### src/rtl/lvds_serdes_pkg.sv
// Shared definitions for the LVDS serializer/deserializer pair:
// word width, link state encoding and default alignment/idle patterns.
package lvds_serdes_pkg;

   localparam int WORD_W = 32;
   localparam int CNT_W  = 5;

   localparam logic [WORD_W-1:0] DEF_SYNC_WORD = 32'hA5C3_3C5A;
   localparam logic [WORD_W-1:0] DEF_IDLE_WORD = 32'h5555_5555;

   typedef enum logic [1:0] {
      ST_INIT = 2'd0,
      ST_SYNC = 2'd1,
      ST_DATA = 2'd2
   } link_state_e;

   // True on the last bit of a word, where the next word gets loaded.
   function automatic logic is_word_end(input logic [CNT_W-1:0] cnt);
      return cnt == CNT_W'(WORD_W - 1);
   endfunction

endpackage

### src/rtl/piso_shreg_32.sv
// 32-bit parallel-in serial-out register: load has priority over shift,
// shifting moves towards the MSB and fills with zero; bit 31 is the output.
module piso_shreg_32
   import lvds_serdes_pkg::*;
(
   input  logic              clk,
   input  logic              reset,
   input  logic              load_i,
   input  logic [WORD_W-1:0] load_data_i,
   input  logic              shift_i,
   output logic              msb_o
);

   logic [WORD_W-1:0] shreg_q;

   // Parallel load or shift left; cleared asynchronously so the line drops at once.
   always_ff @(posedge clk or negedge reset) begin
      if (!reset) begin
         shreg_q <= '0;
      end else if (load_i) begin
         shreg_q <= load_data_i;
      end else if (shift_i) begin
         shreg_q <= {shreg_q[WORD_W-2:0], 1'b0};
      end
   end

   assign msb_o = shreg_q[WORD_W-1];

endmodule

### src/rtl/lvds_tx_serializer.sv
// LVDS transmit serializer. After reset (and on request) a burst of
// SYNC_COUNT alignment words is sent, then one payload word per 32 clocks,
// MSB first, with IDLE_WORD filling any slot that has no valid input.
//
// Handshake: ready_o is combinational and only high on the last bit of a
// word when the next slot is a payload slot; a word is taken when
// valid_i && ready_o at that rising edge. valid_i is ignored at all other
// times, and data_i need not be held after the transfer.
module lvds_tx_serializer
   import lvds_serdes_pkg::*;
#(
   parameter logic [WORD_W-1:0] SYNC_WORD  = DEF_SYNC_WORD,
   parameter int                SYNC_COUNT = 4,
   parameter logic [WORD_W-1:0] IDLE_WORD  = DEF_IDLE_WORD
)(
   input  logic              clk,
   input  logic              reset,
   input  logic [WORD_W-1:0] data_i,
   input  logic              valid_i,
   output logic              ready_o,
   input  logic              resync_i,
   output logic              serial_o,
   output logic              sync_active_o,
   output logic              underrun_o,
   output logic [1:0]        state_o
);

   localparam logic [7:0] SYNC_COUNT_C = 8'(SYNC_COUNT);

   link_state_e       state_q, state_d;
   logic [CNT_W-1:0]  bit_cnt_q;
   logic [7:0]        sync_cnt_q, sync_cnt_d;
   logic              word_end;
   logic              load;
   logic              load_is_sync;
   logic              load_is_idle;
   logic [WORD_W-1:0] load_word;
   logic [WORD_W-1:0] data_word;

   assign word_end  = is_word_end(bit_cnt_q);
   assign data_word = valid_i ? data_i : IDLE_WORD;

   // Link state register.
   always_ff @(posedge clk or negedge reset) begin
      if (!reset) begin
         state_q <= ST_INIT;
      end else begin
         state_q <= state_d;
      end
   end

   // Next state, word-boundary load selection and handshake.
   always_comb begin
      state_d      = state_q;
      sync_cnt_d   = sync_cnt_q;
      load         = 1'b0;
      load_is_sync = 1'b0;
      load_is_idle = 1'b0;
      load_word    = '0;
      ready_o      = 1'b0;
      case (state_q)
         ST_INIT: begin
            load         = 1'b1;
            load_is_sync = 1'b1;
            load_word    = SYNC_WORD;
            sync_cnt_d   = 8'd1;
            state_d      = ST_SYNC;
         end
         ST_SYNC: begin
            if (word_end) begin
               load = 1'b1;
               if (sync_cnt_q < SYNC_COUNT_C) begin
                  load_is_sync = 1'b1;
                  load_word    = SYNC_WORD;
                  sync_cnt_d   = sync_cnt_q + 8'd1;
               end else begin
                  // Burst complete: this boundary is already the first payload slot.
                  ready_o      = 1'b1;
                  load_word    = data_word;
                  load_is_idle = !valid_i;
                  state_d      = ST_DATA;
               end
            end
         end
         ST_DATA: begin
            if (word_end) begin
               load = 1'b1;
               if (resync_i) begin
                  load_is_sync = 1'b1;
                  load_word    = SYNC_WORD;
                  sync_cnt_d   = 8'd1;
                  state_d      = ST_SYNC;
               end else begin
                  ready_o      = 1'b1;
                  load_word    = data_word;
                  load_is_idle = !valid_i;
               end
            end
         end
         default: begin
            state_d = ST_INIT;
         end
      endcase
   end

   // Bit position within the current word; restarts at every load.
   always_ff @(posedge clk or negedge reset) begin
      if (!reset) begin
         bit_cnt_q <= '0;
      end else if (load) begin
         bit_cnt_q <= '0;
      end else begin
         bit_cnt_q <= bit_cnt_q + 1'b1;
      end
   end

   // Sync burst word counter.
   always_ff @(posedge clk or negedge reset) begin
      if (!reset) begin
         sync_cnt_q <= '0;
      end else begin
         sync_cnt_q <= sync_cnt_d;
      end
   end

   // Word-type flags aligned with the bits that appear on serial_o.
   always_ff @(posedge clk or negedge reset) begin
      if (!reset) begin
         sync_active_o <= 1'b0;
         underrun_o    <= 1'b0;
      end else begin
         underrun_o <= load_is_idle;
         if (load) begin
            sync_active_o <= load_is_sync;
         end
      end
   end

   piso_shreg_32 u_shreg (
      .clk         (clk),
      .reset       (reset),
      .load_i      (load),
      .load_data_i (load_word),
      .shift_i     (!load),
      .msb_o       (serial_o)
   );

   assign state_o = state_q;

endmodule

### config.mk
export PLATFORM = sky130hd
export DESIGN_NAME = lvds_tx_serializer
export DESIGN_NICKNAME = d
export VERILOG_FILES = /design/src/rtl/lvds_serdes_pkg.sv /design/src/rtl/piso_shreg_32.sv /design/src/rtl/lvds_tx_serializer.sv
export SDC_FILE = /design/constraint.sdc
export NUM_CORES = 1
export LEC_CHECK = 0
export BUFFER_PORTS_ARGS = -buffer_cell sky130_fd_sc_hd__buf_2
export CORE_MARGIN = 2
export CORE_UTILIZATION = 56
export DETAILED_ROUTE_END_ITERATION = 6
export GPL_ROUTABILITY_DRIVEN = 1
export PLACE_DENSITY = 0.77
export SYNTH_ARGS = -nofsm -noshare
export SYNTH_HDL_FRONTEND = slang
export SYNTH_HIERARCHICAL = 1
export SYNTH_SLANG_ARGS = --single-unit
### constraint.sdc
create_clock -name clk -period 2.55 [get_ports clk]
set_input_delay 0.1275 -clock clk [delete_from_list [all_inputs] [get_ports clk]]
set_output_delay 0.1275 -clock clk [all_outputs]
set_load 0.01 [all_outputs]
==> impl_metrics.yaml <==
status:
  status: "complete, but fails checks"
  violations: "negative hold slack"
logic_synthesis:
  yosys.area.top_type_share_pct: 46.34
  netlist_instances: 265
  synth_nets: 308
  synth.avg_cell_area_sq_um: 9.986
  synth_top_family_by_area: "compound AO/OA/AOI/OAI gates"
  ys_top_cells_by_count: "dfrtp_1 (49), nand2_1 (33), mux2i_1 (32)"
  synth.distinct_cells: 42
  synth_area_leaders: "dfrtp_1 (46%), mux2i_1 (12%), o21ai_1 (5.5%), nand2_1 (4.7%), ha_1 (3.3%)"
  synth.most_common_cell: "dfrtp_1"
  synth-edff-count: 0
  yosysTopAreaCell: "dfrtp_1"
  synth_seq_cells: 49
  ys_warn_count: 6
  async_flop_share_pct: 100.0
  ys_seq_area_share_pct: 46.34
  synth-main-ff-cell: "dfrtp_1"
  synth_compound_area_share_pct: 17.07
  yosys.area_share.xor_xnor_pct: 0.6619
  yosys.area_share.simple_pct: 15.13
  synthAdderAreaFrac_pct: 3.310
  muxShareOfSynthArea_pct: 12.10
  synth_area_sq_mm: 0.002646
global_route:
  grt.overflow.total: 0
  grt.total_usage_pct: 22.38
  grt_max_degree: 71
  grt_busiest_layer: "met2"
  grt_pass1_wl_microns: 9225
  use_met2_pct: 35.45
  grt_pass1_vias: 1962
  use_met1_pct: 31.14
  grt_antenna_before_repair: 0
  use_met3_pct: 4.282
setup_path:
  startpoint_type: "flip-flop"
  end_kind: "flip-flop"
  required_ns: 2.78
  cp_max_fo: 9
  worstSetupPathType: "reg2reg"
  worstPathArrival_ns: 2.57
routing:
  viasPerCell: 5.619
  ant_nets: 0
  drt_iter0_drc: 135
  via_count: 2034
  dr.pass1.iters: 5
  finalWirelength_microns: 5356
  wl_per_cell_microns: 14.80
  drc_errors: 0
clocking:
  cts_tree: "yes"
  cts.sinks: 49
  cts.clk_slew.worst_paths_ns: 0.09
  cts_root_buf: "clkbuf_8"
  ctsResizeCount: 0
  htree_levels: 2
  cts_inserted_buffers: 5
  post_cts_buffers: 0
  cts_buffer_depth: 2
  clk_latency_ns: 0.30
  ctsHoldBuffers: 0
layout:
  drive_gt1_share_pct: 20.78
  syn_to_final_growth_pct: 12.53
  final_nets: 350
  diodes: 0
placed_design:
  portBuffers: 41
  hpwl_microns: 3725
  routabilityCongestion: 0.7739
power_and_ir_drop:
  ir_worst_vdd_v: 0.0002434
  p_per_area_mw_per_mm2: 429.0
  p_leak_nw: 1.635
  p_total_w: 0.001278
timing:
  rsz0062_at_grt: "no"
  final_max_slew_viol_count: 0
  fin_crit_sh_pct: 91.73
  hold_viol: 3
  fin_hold_ws_ns: -0.005187
  setup_violations: 0
  tns_ns: 0
  fmax_mhz: 427.5
  worstMarginPinSlew_ns: 1.061
  fin_skew_ns: 0.008070
  finalCriticalPeriod_ns: 2.339
  maxSlewHeadroom_pct: 29.24
die:
  dieHeight_microns: 72.74
  dieArea_sq_mm: 0.005291
  rows: 25
  die_w_microns: 72.74
  initial_core_util_pct: 57.16
  ios: 42
  core_area_sq_mm: 0.004629
worst_hold_path:
  hold_path.class: "in2async"
job:
  maxCapViolCount: 0
==> flip-flops by register name, summed over array words and instances, names as in the netlist <==
signal	flops
u_shreg/shreg_q	32
sync_cnt_q	8
bit_cnt_q	5
state_o	2
sync_active_o	1
underrun_o	1
==> worst paths after layout <==
path	startpoint	to	slack, ns	cells after the start
max	bit_cnt_q[0]	u_shreg/shreg_q[9]	0.21	9
min	reset	u_shreg/shreg_q[19]	-0.005	1
max reg2reg	bit_cnt_q[0]	u_shreg/shreg_q[9]	0.21	9
min reg2reg	bit_cnt_q[0]	bit_cnt_q[0]	0.47	1
max in group asynchronous	reset	u_shreg/shreg_q[25]	1.88	1
min in group clk	data_i[1]	u_shreg/shreg_q[1]	0.13	4
==> cell usage in the layout, fill, tap and decap left out, types with 2 or more instances in the layout <==
master,n
o211ai_1,2
nor2_1,15
o21a_1,8
buf_2,41
clkinv_2,2
o21ai_0,10
buf_4,6
a21o_1,8
nand4_1,2
nand2_1,33
a21oi_1,3
ha_1,7
nor2b_1,4
dfrtp_1,49
mux2i_1,32
nand3_1,3
buf_12,2
o21ai_1,29
a31oi_1,3
and3_1,9
and2_1,6
o21ai_2,2
inv_1,5
nand2b_1,3
clkbuf_8,5
==> report_power, final <==
group          leakage [nW]  switching (W)  internal [W]
clock                0.0439       0.000258      0.000190
sequential            0.618              0      0.000776
combinational         0.974      0.0000316     0.0000217
total                  1.64       0.000290      0.000988
==> through the flow <==
step | setup slack, ns | std cells | hold slack, ns | util, % | cell area, sq um
6_report | 0.2108 | 362 | -0.005187 | 64.32 | 2978
5_1_grt | 0.0001184 | 362 | 0.1139 | 64.32 | 2978
4_1_cts | 0.2562 | 362 | 0.05360 | 64.32 | 2978
3_5_place_dp | 0.2784 | 354 | 0.3857 | 62.46 | 2892
3_3_place_gp | 0.3476 | 354 | 0.3762 | 62.46 | 2892
2_1_floorplan | 0.5449 | 265 | -0.1681 | - | 2646
==> kinds of logic after synthesis <==
group | Yosys count
xor gates and xnor gates | 2
buffers and inverters | 20
and+or+nand+nor | 82
DFF | 49
muxes | 32
adders and majority gates | 7
AOI/OAI and AO/OA | 73
==> critical path, cell delays in order, from the launching register on <==
cell      delay (ns)
dfrtp_1         0.38
ha_1            0.18
and3_1          0.16
ha_1            0.28
nand2b_1        0.12
a21oi_1         0.59
buf_4           0.28
and3_1          0.16
nand2_1         0.05
o21ai_1         0.08
==> layer usage <==
layer	share of wire (%)	vias to the layer above
met4	0.95	0
met3	4.6	4
met2	46	52
met5	0	-
met1	48	964
li1	-	1014
==> area by class of cell <==
type                            count  area (sq um)
Clock inverter                      3         17.52
Fill cell                         385          1652
Multi-Input combinational cell    196          1285
Timing Repair Buffer               49         290.3
Clock buffer                        5         68.82
Tap cell                           54         67.56
Inverter                            6         22.52
Sequential cell                    49          1226
No activity file was read; power rests on OpenSTA's default activity.
